### src/rtl/uart_pkg.sv
// Shared types for the UART blocks: transmitter state, parity mode and data-width encodings.
// The helper functions decode the raw config fields into these types.
package uart_pkg;

  typedef enum logic [2:0] {
    ST_IDLE,
    ST_START,
    ST_DATA,
    ST_PARITY,
    ST_STOP,
    ST_BREAK
  } tx_state_e;

  typedef enum logic [1:0] {
    PAR_NONE = 2'b00,
    PAR_EVEN = 2'b01,
    PAR_ODD  = 2'b10
  } parity_e;

  localparam logic [1:0] DBITS_5 = 2'b00;
  localparam logic [1:0] DBITS_6 = 2'b01;
  localparam logic [1:0] DBITS_7 = 2'b10;
  localparam logic [1:0] DBITS_8 = 2'b11;

  // The encoding 2'b11 also means no parity.
  function automatic parity_e decode_parity(input logic [1:0] cfg);
    case (cfg)
      2'b01:   return PAR_EVEN;
      2'b10:   return PAR_ODD;
      default: return PAR_NONE;
    endcase
  endfunction

  // XOR of the low (dbits+5) bits of data.
  function automatic logic data_parity(input logic [7:0] data, input logic [1:0] dbits);
    logic [7:0] mask;
    mask = 8'hFF >> (2'd3 - dbits);
    return ^(data & mask);
  endfunction

endpackage

### src/rtl/uart_baud.sv
// Baud generator: one baud_sample_16th pulse every cfg_div+1 clocks; clear restarts the phase.
module uart_baud (
  input  logic        clk,
  input  logic        rst_n,
  input  logic [15:0] cfg_div,
  input  logic        clear,
  output logic        baud_sample_16th
);

  logic [15:0] r_cnt;

  always_ff @(posedge clk) begin
    if (!rst_n || clear) begin
      r_cnt <= '0;
    end else if (r_cnt >= cfg_div) begin
      r_cnt <= '0;
    end else begin
      r_cnt <= r_cnt + 16'd1;
    end
  end

  assign baud_sample_16th = !clear && (r_cnt >= cfg_div);

endmodule

### src/rtl/uart_sync_fifo.sv
// Show-ahead synchronous FIFO: rdata always presents the head entry.
// Pointers wrap modulo DEPTH; occupancy lives in its own count register.
module uart_sync_fifo #(
  parameter int WIDTH = 8,
  parameter int DEPTH = 8,
  localparam int AW = $clog2(DEPTH),
  localparam int CW = AW + 1
) (
  input  logic             clk,
  input  logic             rst_n,
  input  logic             push,
  input  logic             pop,
  input  logic [WIDTH-1:0] wdata,
  output logic [WIDTH-1:0] rdata,
  output logic             full,
  output logic             empty,
  output logic [CW-1:0]    count
);

  logic [WIDTH-1:0] r_mem [DEPTH];
  logic [AW-1:0]    r_wr_ptr;
  logic [AW-1:0]    r_rd_ptr;
  logic [CW-1:0]    r_count;
  logic             w_push;
  logic             w_pop;

  assign w_push = push && !full;
  assign w_pop  = pop && !empty;

  always_ff @(posedge clk) begin
    if (w_push) begin
      r_mem[r_wr_ptr] <= wdata;
    end
  end

  always_ff @(posedge clk) begin
    if (!rst_n) begin
      r_wr_ptr <= '0;
      r_rd_ptr <= '0;
      r_count  <= '0;
    end else begin
      if (w_push) r_wr_ptr <= r_wr_ptr + AW'(1);
      if (w_pop)  r_rd_ptr <= r_rd_ptr + AW'(1);
      case ({w_push, w_pop})
        2'b10:   r_count <= r_count + CW'(1);
        2'b01:   r_count <= r_count - CW'(1);
        default: r_count <= r_count;
      endcase
    end
  end

  assign rdata = r_mem[r_rd_ptr];
  assign full  = (r_count == CW'(DEPTH));
  assign empty = (r_count == '0);
  assign count = r_count;

endmodule

### src/rtl/uart_tx_fifo.sv
// UART transmitter fed by a TX FIFO: configurable 5-8 data bits, parity, 1/2 stop bits, break.
// Frame format is latched at pop so config changes never corrupt a frame in flight.
module uart_tx_fifo
  import uart_pkg::*;
#(
  parameter int FIFO_DEPTH = 8,
  parameter int CNT_W      = $clog2(FIFO_DEPTH) + 1
) (
  input  logic             clk,
  input  logic             rst_n,
  input  logic [15:0]      cfg_div,
  input  logic             cfg_txen,
  input  logic             cfg_nstop,
  input  logic [1:0]       cfg_dbits,
  input  logic [1:0]       cfg_parity,
  input  logic             cfg_break,
  input  logic             tx_valid,
  input  logic [7:0]       tx_data,
  output logic             tx_ready,
  output logic [CNT_W-1:0] tx_level,
  output logic             tx_busy,
  output logic             uart_txd
);

  tx_state_e  r_state;
  tx_state_e  w_next;
  logic       r_rdy_en;
  logic [3:0] r_sub;
  logic [7:0] r_shift;
  logic [2:0] r_bitcnt;
  logic       r_stopcnt;
  logic       r_mab;
  logic [1:0] r_dbits;
  parity_e    r_par;
  logic       r_nstop;
  logic       r_par_bit;
  logic       w_full;
  logic       w_empty;
  logic       w_push;
  logic       w_pop;
  logic       w_tick;
  logic       w_bit_end;
  logic       w_baud_clr;
  logic       w_mab_set;
  logic [7:0] w_rdata;

  assign tx_ready = r_rdy_en && !w_full;
  assign w_push   = tx_valid && tx_ready;

  uart_sync_fifo #(.WIDTH(8), .DEPTH(FIFO_DEPTH)) u_fifo (
    .clk   (clk),
    .rst_n (rst_n),
    .push  (w_push),
    .pop   (w_pop),
    .wdata (tx_data),
    .rdata (w_rdata),
    .full  (w_full),
    .empty (w_empty),
    .count (tx_level)
  );

  uart_baud u_baud (
    .clk              (clk),
    .rst_n            (rst_n),
    .cfg_div          (cfg_div),
    .clear            (w_baud_clr),
    .baud_sample_16th (w_tick)
  );

  // A bit period ends on the 16th sample tick.
  assign w_bit_end = w_tick && (r_sub == 4'hF);

  always_ff @(posedge clk) begin
    if (!rst_n) r_state <= ST_IDLE;
    else        r_state <= w_next;
  end

  always_comb begin
    w_next     = r_state;
    w_pop      = 1'b0;
    w_baud_clr = 1'b0;
    w_mab_set  = 1'b0;
    case (r_state)
      ST_IDLE: begin
        if (cfg_break) begin
          w_next = ST_BREAK;
        end else if (cfg_txen && !w_empty) begin
          w_pop      = 1'b1;
          w_baud_clr = 1'b1;
          w_next     = ST_START;
        end
      end
      ST_START:  if (w_bit_end) w_next = ST_DATA;
      ST_DATA: begin
        if (w_bit_end && (r_bitcnt == (3'(r_dbits) + 3'd4))) begin
          w_next = (r_par != PAR_NONE) ? ST_PARITY : ST_STOP;
        end
      end
      ST_PARITY: if (w_bit_end) w_next = ST_STOP;
      ST_STOP:   if (w_bit_end && (!r_nstop || r_stopcnt)) w_next = ST_IDLE;
      ST_BREAK: begin
        // Release of break starts one full mark-after-break bit.
        if (!r_mab && !cfg_break) begin
          w_mab_set  = 1'b1;
          w_baud_clr = 1'b1;
        end else if (r_mab && w_bit_end) begin
          w_next = ST_IDLE;
        end
      end
      default:   w_next = ST_IDLE;
    endcase
  end

  always_ff @(posedge clk) begin
    if (!rst_n) begin
      r_rdy_en  <= 1'b0;
      r_sub     <= '0;
      r_shift   <= '0;
      r_bitcnt  <= '0;
      r_stopcnt <= 1'b0;
      r_mab     <= 1'b0;
      r_dbits   <= DBITS_8;
      r_par     <= PAR_NONE;
      r_nstop   <= 1'b0;
      r_par_bit <= 1'b0;
    end else begin
      r_rdy_en <= 1'b1;
      if (w_baud_clr)  r_sub <= '0;
      else if (w_tick) r_sub <= r_sub + 4'd1;
      if (w_pop) begin
        r_shift   <= w_rdata;
        r_dbits   <= cfg_dbits;
        r_par     <= decode_parity(cfg_parity);
        r_nstop   <= cfg_nstop;
        r_par_bit <= data_parity(w_rdata, cfg_dbits) ^ (decode_parity(cfg_parity) == PAR_ODD);
        r_bitcnt  <= '0;
        r_stopcnt <= 1'b0;
      end else if (w_bit_end) begin
        if (r_state == ST_DATA) begin
          r_shift  <= r_shift >> 1;
          r_bitcnt <= r_bitcnt + 3'd1;
        end
        if (r_state == ST_STOP) r_stopcnt <= 1'b1;
      end
      if (w_mab_set)                 r_mab <= 1'b1;
      else if (r_state != ST_BREAK)  r_mab <= 1'b0;
    end
  end

  always_comb begin
    uart_txd = 1'b1;
    case (r_state)
      ST_START:  uart_txd = 1'b0;
      ST_DATA:   uart_txd = r_shift[0];
      ST_PARITY: uart_txd = r_par_bit;
      ST_BREAK:  uart_txd = r_mab;
      default:   uart_txd = 1'b1;
    endcase
  end

  assign tx_busy = (r_state != ST_IDLE);

endmodule

### config.mk
export PLATFORM = sky130hd
export DESIGN_NAME = uart_tx_fifo
export DESIGN_NICKNAME = d
export VERILOG_FILES = /design/src/rtl/uart_pkg.sv /design/src/rtl/uart_baud.sv /design/src/rtl/uart_sync_fifo.sv /design/src/rtl/uart_tx_fifo.sv
export SDC_FILE = /design/constraint.sdc
export NUM_CORES = 1
export LEC_CHECK = 0
export ABC_AREA = 1
export BUFFER_PORTS_ARGS = -buffer_cell sky130_fd_sc_hd__buf_2
export CAP_MARGIN = 15
export CORE_MARGIN = 2
export CORE_UTILIZATION = 40
export CTS_CLUSTER_SIZE = 40
export DETAILED_ROUTE_END_ITERATION = 16
export PLACE_DENSITY_LB_ADDON = 0.3
export SYNTH_ARGS = -nofsm -noshare
export SYNTH_HDL_FRONTEND = slang
export SYNTH_SLANG_ARGS = --single-unit
### constraint.sdc
create_clock -name clk -period 3.5 [get_ports clk]
set_clock_uncertainty 0.2 [all_clocks]
set_input_delay 0.175 -clock clk [delete_from_list [all_inputs] [get_ports clk]]
set_output_delay 0.175 -clock clk [all_outputs]
set_load 0.1 [all_outputs]
==> metrics.cfg <==
[run_status]
status=finished clean

[final_layout]
insertedDiodeCount=0
final_cell_mix=183 x nand2_1, 110 x inv_1, 68 x nor2_1, 65 x nand3_1, 64 x edfxtp_1
area_growth_pct=19.3
layout_commonest_cell=nand2_1
nets=852
drive_gt1_share_pct=13.9
multiInputGateArea_um2=2510
fillers=1418
fin_area_um2=7270
regArea_um2=3050

[logic_synthesis]
synth.area.mux_share_pct=0
syn_inst=726
synth-seq-cells=120
synthAdderAreaFrac_pct=5.26
synth_xor_area_share_pct=1.29
yosysTopAreaCell=edfxtp_1
synth-simple-area-share_pct=26.8
netlist_area_um2=6090
synth_compound_area_share_pct=7.52
synth_top_area_share_pct=31.6
syn_avg_cell_area_um2=8.39
syn_nets=785
synth_cell_type_count=48
yosys_warnings=0
synthTopCellsByArea=edfxtp_1 32%, dfxtp_1 18%, nand2_1 11%
yosysSeqAreaShare_pct=50.0
synth_top_family_by_area=simple AND/OR/NAND/NOR gates

[placed_design]
hpwl_mm=8.41
place.gp.congestion=0.815
placed_area_um2=6490
io_buffers=40

[clock_network]
clock-sinks=120
cts_max_level=4
worstSkewPairLatency_ps=420
cts_buffer_depth=2
clock-root-buffer=clkbuf_16
path_clk_slew_ps=50
cts_resized=0
cts_tree=built
cts_made_buffers=17

[global_routing]
grt_pass1_wl_mm=21.0
use_met1_pct=19.7
grtUsageTotal_pct=16.5
antenna_found_initial=0
top_usage_layer=met2
grt_util_met3_pct=5.11
grt_use_met2_pct=28.6
grt_pass1_vias=4523
grt_max_degree=32
gr-total-overflow=0

[worst_setup_path]
r2r-end=u_fifo.count[3]$_SDFFE_PN0P_
cp-start-kind=register
critical_path.slowest_cell=dfxtp_1
r2r_slack_ps=810
crit_family=simple AND/OR/NAND/NOR gates
regToRegStartpoint=r_state[0]$_SDFFE_PN0P_
slowest_delay_ps=350
cp_max_fo=19
arrival_ps=2800
crit_buf_inv=1
crit_type=register to register
crit_top_cell=nor2_1
cp-end-kind=register
reg2reg_depth=15
worstPathCellList=nor2_2 > inv_2 > nor2_4 > nand2_4 > nor2_8 > ha_1 > ha_1 > nand2_1 > nor2_1 > a211oi_1 > nor2_1 > nor2_1 > nand2_1 > o21ai_0 > a21oi_1
required_ps=3600

[drt]
dr.first_iter.drc_count=345
viasPerCell=4.72
drc=0
num_vias=4694
wirelength_mm=12.3
drtPass1Iterations=4
wl_per_cell_um=12.4
final_antenna_net_count=0

[timing]
worst_pin_slew_ps=988
max_freq_mhz=371
maxSlewViolCount=0
final_hold_viol_count=0
finalCritPeriodShare_pct=76.9
rsz0062_at_grt=no
setup_violations=0
tns_ps=0
period_needed_ps=2690
max_slew_margin_pct=33.9

[power]
ir_drop_mv=0.310
p_leak_uw=0.00330
powerDensity_nw_per_um2=595

[die]
ioPinCount=41
core_um2=15000
die_y_um=127
row_count=45
dieArea_um2=16200
initial_core_util_pct=40.5
die_w_um=127

[min_path]
min_from=cfg_txen
timing.hold.worst_path_depth=4
holdPathEnd=r_dbits[0]$_SDFFE_PN1N_
hp-class=input pin to register

[run]
cap_violations=0

metal layers:
layer  wire length (µm)  part of all wire, %
met4                151                  1.2
met3                523                  4.2
met1               5600                   46
met5                  0                    0
met2               6030                   49
cells by family after synthesis:
kind of cell,Yosys count
and+or+nand+nor,360
adders and majority gates,25
AOI/OAI and AO/OA,79
buffers and inverters,133
xor gates and xnor gates,9
DFF,120
how the worst max path moves through the flow:
stage,start,end,slack (ps),cells after the start
detailed placement,r_state[0]$_SDFFE_PN0P_,u_fifo.count[3]$_SDFFE_PN0P_,820,15
floorplan,u_fifo.count[2]$_SDFFE_PN0P_,u_fifo.count[3]$_SDFFE_PN0P_,100,13
CTS,r_state[0]$_SDFFE_PN0P_,u_fifo.count[3]$_SDFFE_PN0P_,810,15
global route,r_state[0]$_SDFFE_PN0P_,u_fifo.count[3]$_SDFFE_PN0P_,570,15
finish,r_state[0]$_SDFFE_PN0P_,u_fifo.count[3]$_SDFFE_PN0P_,810,15
global placement,r_state[0]$_SDFFE_PN0P_,u_fifo.count[3]$_SDFFE_PN0P_,840,15
area by class of cell:
class / instances / area share, %
flip-flops and latches: 120 / 41.9
multi-input cells: 473 / 34.5
clock buffers: 23 / 6.16
inverters: 116 / 6.13
repair buffers: 65 / 5.96
well taps: 188 / 3.24
clock inverters: 9 / 2.07
per-stage QoR:
stage	instances	hold slack, ps	power, µW	util (%)	worst slack (ps)
global placement	944	193	2550	43.2	839
CTS	994	111	4360	48.3	806
global route	994	149	4550	48.3	570
detailed placement	944	189	2560	43.2	824
floorplan	726	2.72	2380	-	102
finish	994	124	4320	48.3	807
state kept, by name (all words and copies together) (netlist names), 2 cells and up, named ones only:
signal,cells
r_par,2
r_dbits,2
u_fifo.r_wr_ptr,3
u_fifo.count,4
r_state,3
u_fifo.r_rd_ptr,3
r_shift,8
u_baud.r_cnt,16
u_fifo.r_mem,64
r_sub,4
r_bitcnt,3
report_power, final:
part / leakage, µW / switching (µW) / total, µW / internal (µW)
logic: 0.00198 / 666 / 932 / 267
clock network: 0.000285 / 594 / 1780 / 1190
registers: 0.00103 / 63.3 / 1610 / 1550
total: 0.00330 / 1320 / 4320 / 3000
synthesized netlist by cell type (all sizes together):
master and number:
clkinv 1, nor3b 5, a31oi 3, nor3 8, edfxtp 64, xor2 6, o41ai 1, dfxtp 56
a21o 1, a211oi 3, xnor2 3, o21a 4, o21bai 2, nand3 67, nor2 74, or2 3
o221ai 1, o21ai 29, clkbuf 3, inv 115, fa 1, nand4 7, buf 14, a21oi 33
a22oi 1, ha 24, nand2 193, o22ai 1, and3 2, nor4 1
what timing repair did:
| action | 4_1_cts | 5_1_grt |
|---|---|---|
| setup buffers | 0 | 0 |
| endpoints found under the hold margin | 82 | 0 |
| hold buffers | 18 | 0 |
worst register-to-register path: stages, from the launching register on:
cell and delay (ps):
dfxtp_1 350, nor2_2 180, inv_2 80, nor2_4 140, nand2_4 80, nor2_8 280, ha_1 260, ha_1 270
nand2_1 80, nor2_1 40, a211oi_1 230, nor2_1 70, nor2_1 80, nand2_1 70, o21ai_0 140, a21oi_1 60
Note: power is estimated with default switching activity, not from simulation.
